===== config.mk =====
export PLATFORM = sky130hd
export DESIGN_NAME = flex_down_timer
export DESIGN_NICKNAME = d
export VERILOG_FILES = /design/src/rtl/flex_timer_pkg.sv /design/src/rtl/flex_tick_gen.sv /design/src/rtl/flex_down_timer.sv
export SDC_FILE = /design/constraint.sdc
export NUM_CORES = 1
export LEC_CHECK = 0
export ABC_AREA = 1
export ABC_CLOCK_PERIOD_IN_PS = 1760
export CAP_MARGIN = 10
export CORE_MARGIN = 3
export CORE_UTILIZATION = 35
export DETAILED_ROUTE_END_ITERATION = 8
export GPL_TIMING_DRIVEN = 1
export PLACE_DENSITY = 0.64
export SYNTH_ARGS = -nofsm -noshare
export SYNTH_HDL_FRONTEND = slang
export SYNTH_HIERARCHICAL = 1
export SYNTH_SLANG_ARGS = --single-unit

===== constraint.sdc =====
create_clock -name clk -period 1.76 [get_ports clk]
set_input_delay 0.176 -clock clk [delete_from_list [all_inputs] [get_ports clk]]
set_output_delay 0.176 -clock clk [all_outputs]
set_load 0.01 [all_outputs]

===== src/rtl/flex_timer_pkg.sv =====
// -----------------------------------------------------------------------------
// flex_timer_pkg
// Shared types for the flex_down_timer block: the controller state encoding
// and a small helper used to decode the running state.
// Optional feature macro used by the timer: FLEX_TIMER_PAUSE_EN.
// -----------------------------------------------------------------------------
package flex_timer_pkg;

  localparam int STATE_BITS = 2;

  typedef enum logic [STATE_BITS-1:0] {
    IDLE = 2'd0,
    RUN  = 2'd1,
    DONE = 2'd2
  } state_t;

  // True while the timer is actively counting down.
  function automatic logic is_running(input state_t st);
    return (st == RUN);
  endfunction

endpackage


===== src/rtl/flex_tick_gen.sv =====
// -----------------------------------------------------------------------------
// flex_tick_gen
// Prescale divider for flex_down_timer. Produces a tick once every
// div_val+1 enabled clocks, starting from a cleared counter.
// Ports:
//   clk     - system clock
//   n_rst   - asynchronous active-low reset
//   enable  - advance the prescale counter this cycle
//   clear   - force the counter back to 0 (wins over enable)
//   div_val - terminal count; tick when counter equals it
//   tick    - high for the cycle in which the counter hits div_val
// -----------------------------------------------------------------------------
module flex_tick_gen #(
  parameter int PRESCALE_BITS = 4
) (
  input  logic                     clk,
  input  logic                     n_rst,
  input  logic                     enable,
  input  logic                     clear,
  input  logic [PRESCALE_BITS-1:0] div_val,
  output logic                     tick
);

  logic [PRESCALE_BITS-1:0] cnt_r;
  logic [PRESCALE_BITS-1:0] cnt_nxt_s;
  logic                     hit_s;

  assign hit_s = (cnt_r == div_val);
  // A clear (start/stop) always beats a coincident tick.
  assign tick  = enable && !clear && hit_s;

  // Next prescale count: clear, wrap on terminal count, or hold when disabled.
  always_comb begin
    cnt_nxt_s = cnt_r;
    if (clear) begin
      cnt_nxt_s = {PRESCALE_BITS{1'b0}};
    end else if (enable) begin
      if (hit_s) begin
        cnt_nxt_s = {PRESCALE_BITS{1'b0}};
      end else begin
        cnt_nxt_s = cnt_r + PRESCALE_BITS'(1);
      end
    end else begin
      cnt_nxt_s = cnt_r;
    end
  end

  // Prescale counter register.
  always_ff @(posedge clk or negedge n_rst) begin
    if (!n_rst) begin
      cnt_r <= {PRESCALE_BITS{1'b0}};
    end else begin
      cnt_r <= cnt_nxt_s;
    end
  end

endmodule


===== src/rtl/flex_down_timer.sv =====
// -----------------------------------------------------------------------------
// flex_down_timer
// Programmable down-counting interval timer with prescaler, one-shot and
// periodic modes. Loads load_val on start, decrements once per prescaled
// tick, and raises a registered single-cycle expire_flag on each expiry.
// Optional feature: define FLEX_TIMER_PAUSE_EN to add a pause input that
// freezes the count and prescaler while running.
// Ports:
//   clk          - system clock, rising edge
//   n_rst        - asynchronous active-low reset
//   pause        - (FLEX_TIMER_PAUSE_EN only) hold count/prescaler in RUN
//   start        - load load_val and begin counting (restarts if running)
//   stop         - abort to IDLE, suppresses any expiry
//   periodic     - 1 = auto-reload, 0 = one-shot; sampled on start
//   load_val     - countdown start value; sampled on start
//   prescale_val - tick every prescale_val+1 clocks; sampled on start
//   count_out    - remaining count
//   busy         - high while in RUN
//   expire_flag  - one-cycle pulse per expiry
//   done         - level, high after one-shot expiry until start/stop
// -----------------------------------------------------------------------------
module flex_down_timer
  import flex_timer_pkg::*;
#(
  parameter int NUM_CNT_BITS  = 8,
  parameter int PRESCALE_BITS = 4
) (
  input  logic                     clk,
  input  logic                     n_rst,
`ifdef FLEX_TIMER_PAUSE_EN
  input  logic                     pause,
`endif
  input  logic                     start,
  input  logic                     stop,
  input  logic                     periodic,
  input  logic [NUM_CNT_BITS-1:0]  load_val,
  input  logic [PRESCALE_BITS-1:0] prescale_val,
  output logic [NUM_CNT_BITS-1:0]  count_out,
  output logic                     busy,
  output logic                     expire_flag,
  output logic                     done
);

  localparam logic [NUM_CNT_BITS-1:0] CNT_ZERO = {NUM_CNT_BITS{1'b0}};
  localparam logic [NUM_CNT_BITS-1:0] CNT_ONE  = NUM_CNT_BITS'(1);

  state_t                     state_r;
  state_t                     state_nxt_s;
  logic [NUM_CNT_BITS-1:0]    count_r;
  logic [NUM_CNT_BITS-1:0]    count_nxt_s;
  logic [NUM_CNT_BITS-1:0]    reload_r;
  logic [NUM_CNT_BITS-1:0]    reload_nxt_s;
  logic                       periodic_r;
  logic                       periodic_nxt_s;
  logic [PRESCALE_BITS-1:0]   prescale_r;
  logic [PRESCALE_BITS-1:0]   prescale_nxt_s;
  logic                       done_r;
  logic                       done_nxt_s;
  logic                       expire_r;
  logic                       expire_nxt_s;
  logic                       pause_s;
  logic                       tick_en_s;
  logic                       tick_s;

`ifdef FLEX_TIMER_PAUSE_EN
  assign pause_s = pause;
`else
  assign pause_s = 1'b0;
`endif

  assign tick_en_s = is_running(state_r) && !pause_s;

  flex_tick_gen #(
    .PRESCALE_BITS (PRESCALE_BITS)
  ) u_tick_gen (
    .clk     (clk),
    .n_rst   (n_rst),
    .enable  (tick_en_s),
    .clear   (start || stop),
    .div_val (prescale_r),
    .tick    (tick_s)
  );

  // Next-state and countdown logic; priority stop > start > tick.
  always_comb begin
    state_nxt_s    = state_r;
    count_nxt_s    = count_r;
    reload_nxt_s   = reload_r;
    periodic_nxt_s = periodic_r;
    prescale_nxt_s = prescale_r;
    done_nxt_s     = done_r;
    expire_nxt_s   = 1'b0;

    if (stop) begin
      state_nxt_s = IDLE;
      count_nxt_s = CNT_ZERO;
      done_nxt_s  = 1'b0;
    end else if (start) begin
      reload_nxt_s   = load_val;
      periodic_nxt_s = periodic;
      prescale_nxt_s = prescale_val;
      count_nxt_s    = load_val;
      if (load_val == CNT_ZERO) begin
        // Zero load expires immediately regardless of mode.
        state_nxt_s  = DONE;
        done_nxt_s   = 1'b1;
        expire_nxt_s = 1'b1;
      end else begin
        state_nxt_s = RUN;
        done_nxt_s  = 1'b0;
      end
    end else begin
      case (state_r)
        RUN: begin
          if (tick_s) begin
            if (count_r > CNT_ONE) begin
              count_nxt_s = count_r - CNT_ONE;
            end else if (count_r == CNT_ONE) begin
              expire_nxt_s = 1'b1;
              if (periodic_r) begin
                count_nxt_s = reload_r;
              end else begin
                count_nxt_s = CNT_ZERO;
                state_nxt_s = DONE;
                done_nxt_s  = 1'b1;
              end
            end else begin
              // Count already zero: never wrap below it.
              count_nxt_s = CNT_ZERO;
            end
          end else begin
            count_nxt_s = count_r;
          end
        end
        IDLE: begin
          state_nxt_s = IDLE;
        end
        DONE: begin
          state_nxt_s = DONE;
        end
        default: begin
          state_nxt_s = IDLE;
          count_nxt_s = CNT_ZERO;
          done_nxt_s  = 1'b0;
        end
      endcase
    end
  end

  // State, countdown and latched configuration registers.
  always_ff @(posedge clk or negedge n_rst) begin
    if (!n_rst) begin
      state_r    <= IDLE;
      count_r    <= CNT_ZERO;
      reload_r   <= CNT_ZERO;
      periodic_r <= 1'b0;
      prescale_r <= {PRESCALE_BITS{1'b0}};
      done_r     <= 1'b0;
      expire_r   <= 1'b0;
    end else begin
      state_r    <= state_nxt_s;
      count_r    <= count_nxt_s;
      reload_r   <= reload_nxt_s;
      periodic_r <= periodic_nxt_s;
      prescale_r <= prescale_nxt_s;
      done_r     <= done_nxt_s;
      expire_r   <= expire_nxt_s;
    end
  end

  assign count_out   = count_r;
  assign busy        = is_running(state_r);
  assign done        = done_r;
  assign expire_flag = expire_r;

endmodule


==> results.txt <==
Via Count = 1722
fin util = 48.00%
Synth area leaders = dfrtp_1 (40%), nand2_1 (19%), nand3_1 (6.1%), inv_1 (5.8%), a21oi_1 (5.3%)
Critical Path RT = 1.58 ns
Reg2Reg Launch Point = u_tick_gen/cnt_r[0]$_DFFE_PN0P_
CTS resizes = 0
CP Launch Type = flip-flop
CTS Sinks = 29
minimum clock period = 1.676 ns
top_reg_cell synth = dfrtp_1
Final GP Congestion = 0.8135
MaxCap Viol Count = 0
# diodes = 0
post-route ant nets = 0
# H-tree levels = 2
Pwr per Cell Area = 826.1 nW/µm²
Initial Utilization = 37.11%
syn nets = 281
CTS tree = built
Core Area = 4848 µm²
setup violators final = 0
first-pass GRT wire length = 7.576 mm
Yosys reg bits = 29
Root Driver = clkbuf_8
Mapped Area = 1799 µm²
area leader, netlist = dfrtp_1
WL/cell = 12.20 µm
worst slew pin tran = 0.4827 ns
DIE AREA = 6037 µm²
distinct cell type count after synthesis = 22
final WL = 4.442 mm
Async SR Flop Fraction = 100.0%
Synth Instances = 258
RSZ-0062 raised after global routing = no
total CTS buffers = 5
max-slew violations = 0
CP Class = reg2out
signal arrival time at the worst endpoint = 1.50 ns
vias in the first global route = 1635
EDFF count, synth = 0
IO Pins = 28
largest net degree at the start of global routing = 30
Pleak = 1.143 nW
post-DP HPWL = 3.289 mm
row count = 25
clk_skew = 0.006955 ns
sequential area share after synthesis = 40.33%
Nets = 319
Pre-Repair DR Iteration Count = 4
Hold Vio Cnt, Final = 0
post-CTS setup buffer count = 0
status = complete, no violations
synthesis warning total = 6
hold buffer count at cts = 0
Clock transition at path regs = 0.07 ns
Post-synth top cells = nand2_1 (93), dfrtp_1 (29), inv_1 (28), nor2_1 (25), nand3_1 (22)
grt total ovfl = 0
DRC Markers = 0
most numerous cell in the Yosys netlist = nand2_1
slew margin rel. = 67.79%
CP endpoint kind = output pin
Highest Clock Rate = 0.5965 GHz
width of the chip = 77.70 µm
Critical Path Start = state_r[1]$_DFFE_PN0P_
share of cells above drive strength 1 = 13.13%
Final Instance Area = 2327 µm²
Post-Place Cell Area = 2206 µm²
crit path max fanout = 4
VDD IR-drop max = 0.0004445 V
Avg Cell Area, Syn = 6.974 µm²
iteration-0 DRC count of the detailed router = 97
initial antenna violation count = 0
period utilization = 95.25%
Max clock buf depth = 2
port bufs = 27
Layout area overhead = 29.35%
die span in y = 77.70 µm
DR vias/cell = 4.731
GRT Overall Usage = 15.69%
insertion delay to the later sink of the worst-skew pair = 0.28 ns
share of the synthesized area in the top cell type = 40.33%
Hold WC Path Type = in2async
per-layer routing:
| layer | vias to the layer above | track usage [%] | part of all wire, % |
|---|---|---|---|
| met5 | - | 0 | 0 |
| met1 | 794 | 20.86 | 47 |
| met2 | 36 | 25.17 | 47 |
| met3 | 5 | 3.132 | 5.1 |
| met4 | 0 | 5.694 | 1.2 |
| li1 | 887 | - | - |
state kept, by name, indices dropped and copies added (netlist names):
signal / cells
count_out: 8
done: 1
expire_flag: 1
periodic_r: 1
prescale_r: 4
reload_r: 8
state_r: 2
u_tick_gen/cnt_r: 4
report_power, final:
part           total [mW]  internal [mW]  switching [mW]
Sequential          0.806          0.732          0.0742
Clock               0.607          0.353           0.255
Combinational       0.509          0.218           0.291
Total                1.92           1.30           0.620
area by class of cell:
type | count | area, µm²
Multi-Input combinational cell | 195 | 960.9
Clock buffer | 7 | 96.34
Inverter | 30 | 112.6
Tap cell | 67 | 83.83
Timing Repair Buffer | 35 | 342.8
Clock inverter | 1 | 5.005
Fill cell | 510 | 2521
Sequential cell | 29 | 725.7
through the flow:
| stage | power (mW) | instances | setup slack [ns] | TNS [ns] | hold WS, ns |
|---|---|---|---|---|---|
| 6_report | 1.923 | 364 | 0.08359 | 0 | 0.2786 |
| 5_1_grt | 2.044 | 364 | 0.0002729 | 0 | 0.3464 |
| 4_1_cts | 1.934 | 364 | 0.02275 | 0 | 0.3011 |
| 3_5_place_dp | 1.321 | 356 | -0.05543 | -0.3575 | 0.4588 |
| 3_3_place_gp | 1.311 | 356 | -0.02467 | -0.08446 | 0.4562 |
| 2_1_floorplan | 1.112 | 258 | 0.2048 | 0 | -0.1196 |
critical path, stage by stage, from the launching register on:
cell and delay [ns]:
dfrtp_1 0.38, inv_1 0.09, ha_2 0.22, clkdlybuf4s50_1 0.54
kinds of logic (layout without fill, tap and decap cells):
group | Yosys count | after routing | share of synthesized area, %
adders and majority gates | 6 | 6 | 4.172
and+or+nand+nor | 157 | 157 | 37.69
DFF | 29 | 29 | 40.33
AOI/OAI and AO/OA | 30 | 30 | 9.457
xor gates and xnor gates | 2 | 2 | 0.9738
buffers and inverters | 34 | 73 | 7.372
layout by cell type (no fill, tap or decap), drive strengths merged:
master and n:
o22ai 1, ha 6, clkinv 1, clkbuf 7
a21oi 20, inv 30, nand3 23, nor2 31
xor2 2, o21ai 9, buf 8, dfrtp 29
nand4 4, clkdlybuf4s50 27, nand2 99
path summary, 6_finish.rpt:
path	end	slack (ns)	depth (start not counted)
hold / removal	reload_r[7]$_DFFE_PN0P_	0.28	2
min in group clk	prescale_r[1]$_DFFE_PN0P_	0.43	3
setup / recovery	busy	0.08	3
setup reg to reg	count_out[1]$_DFFE_PN0P_	0.18	10
max in group asynchronous	prescale_r[0]$_DFFE_PN0P_	1.19	2
hold reg to reg	reload_r[3]$_DFFE_PN0P_	0.47	2
Power figures use the tool's default switching activity.
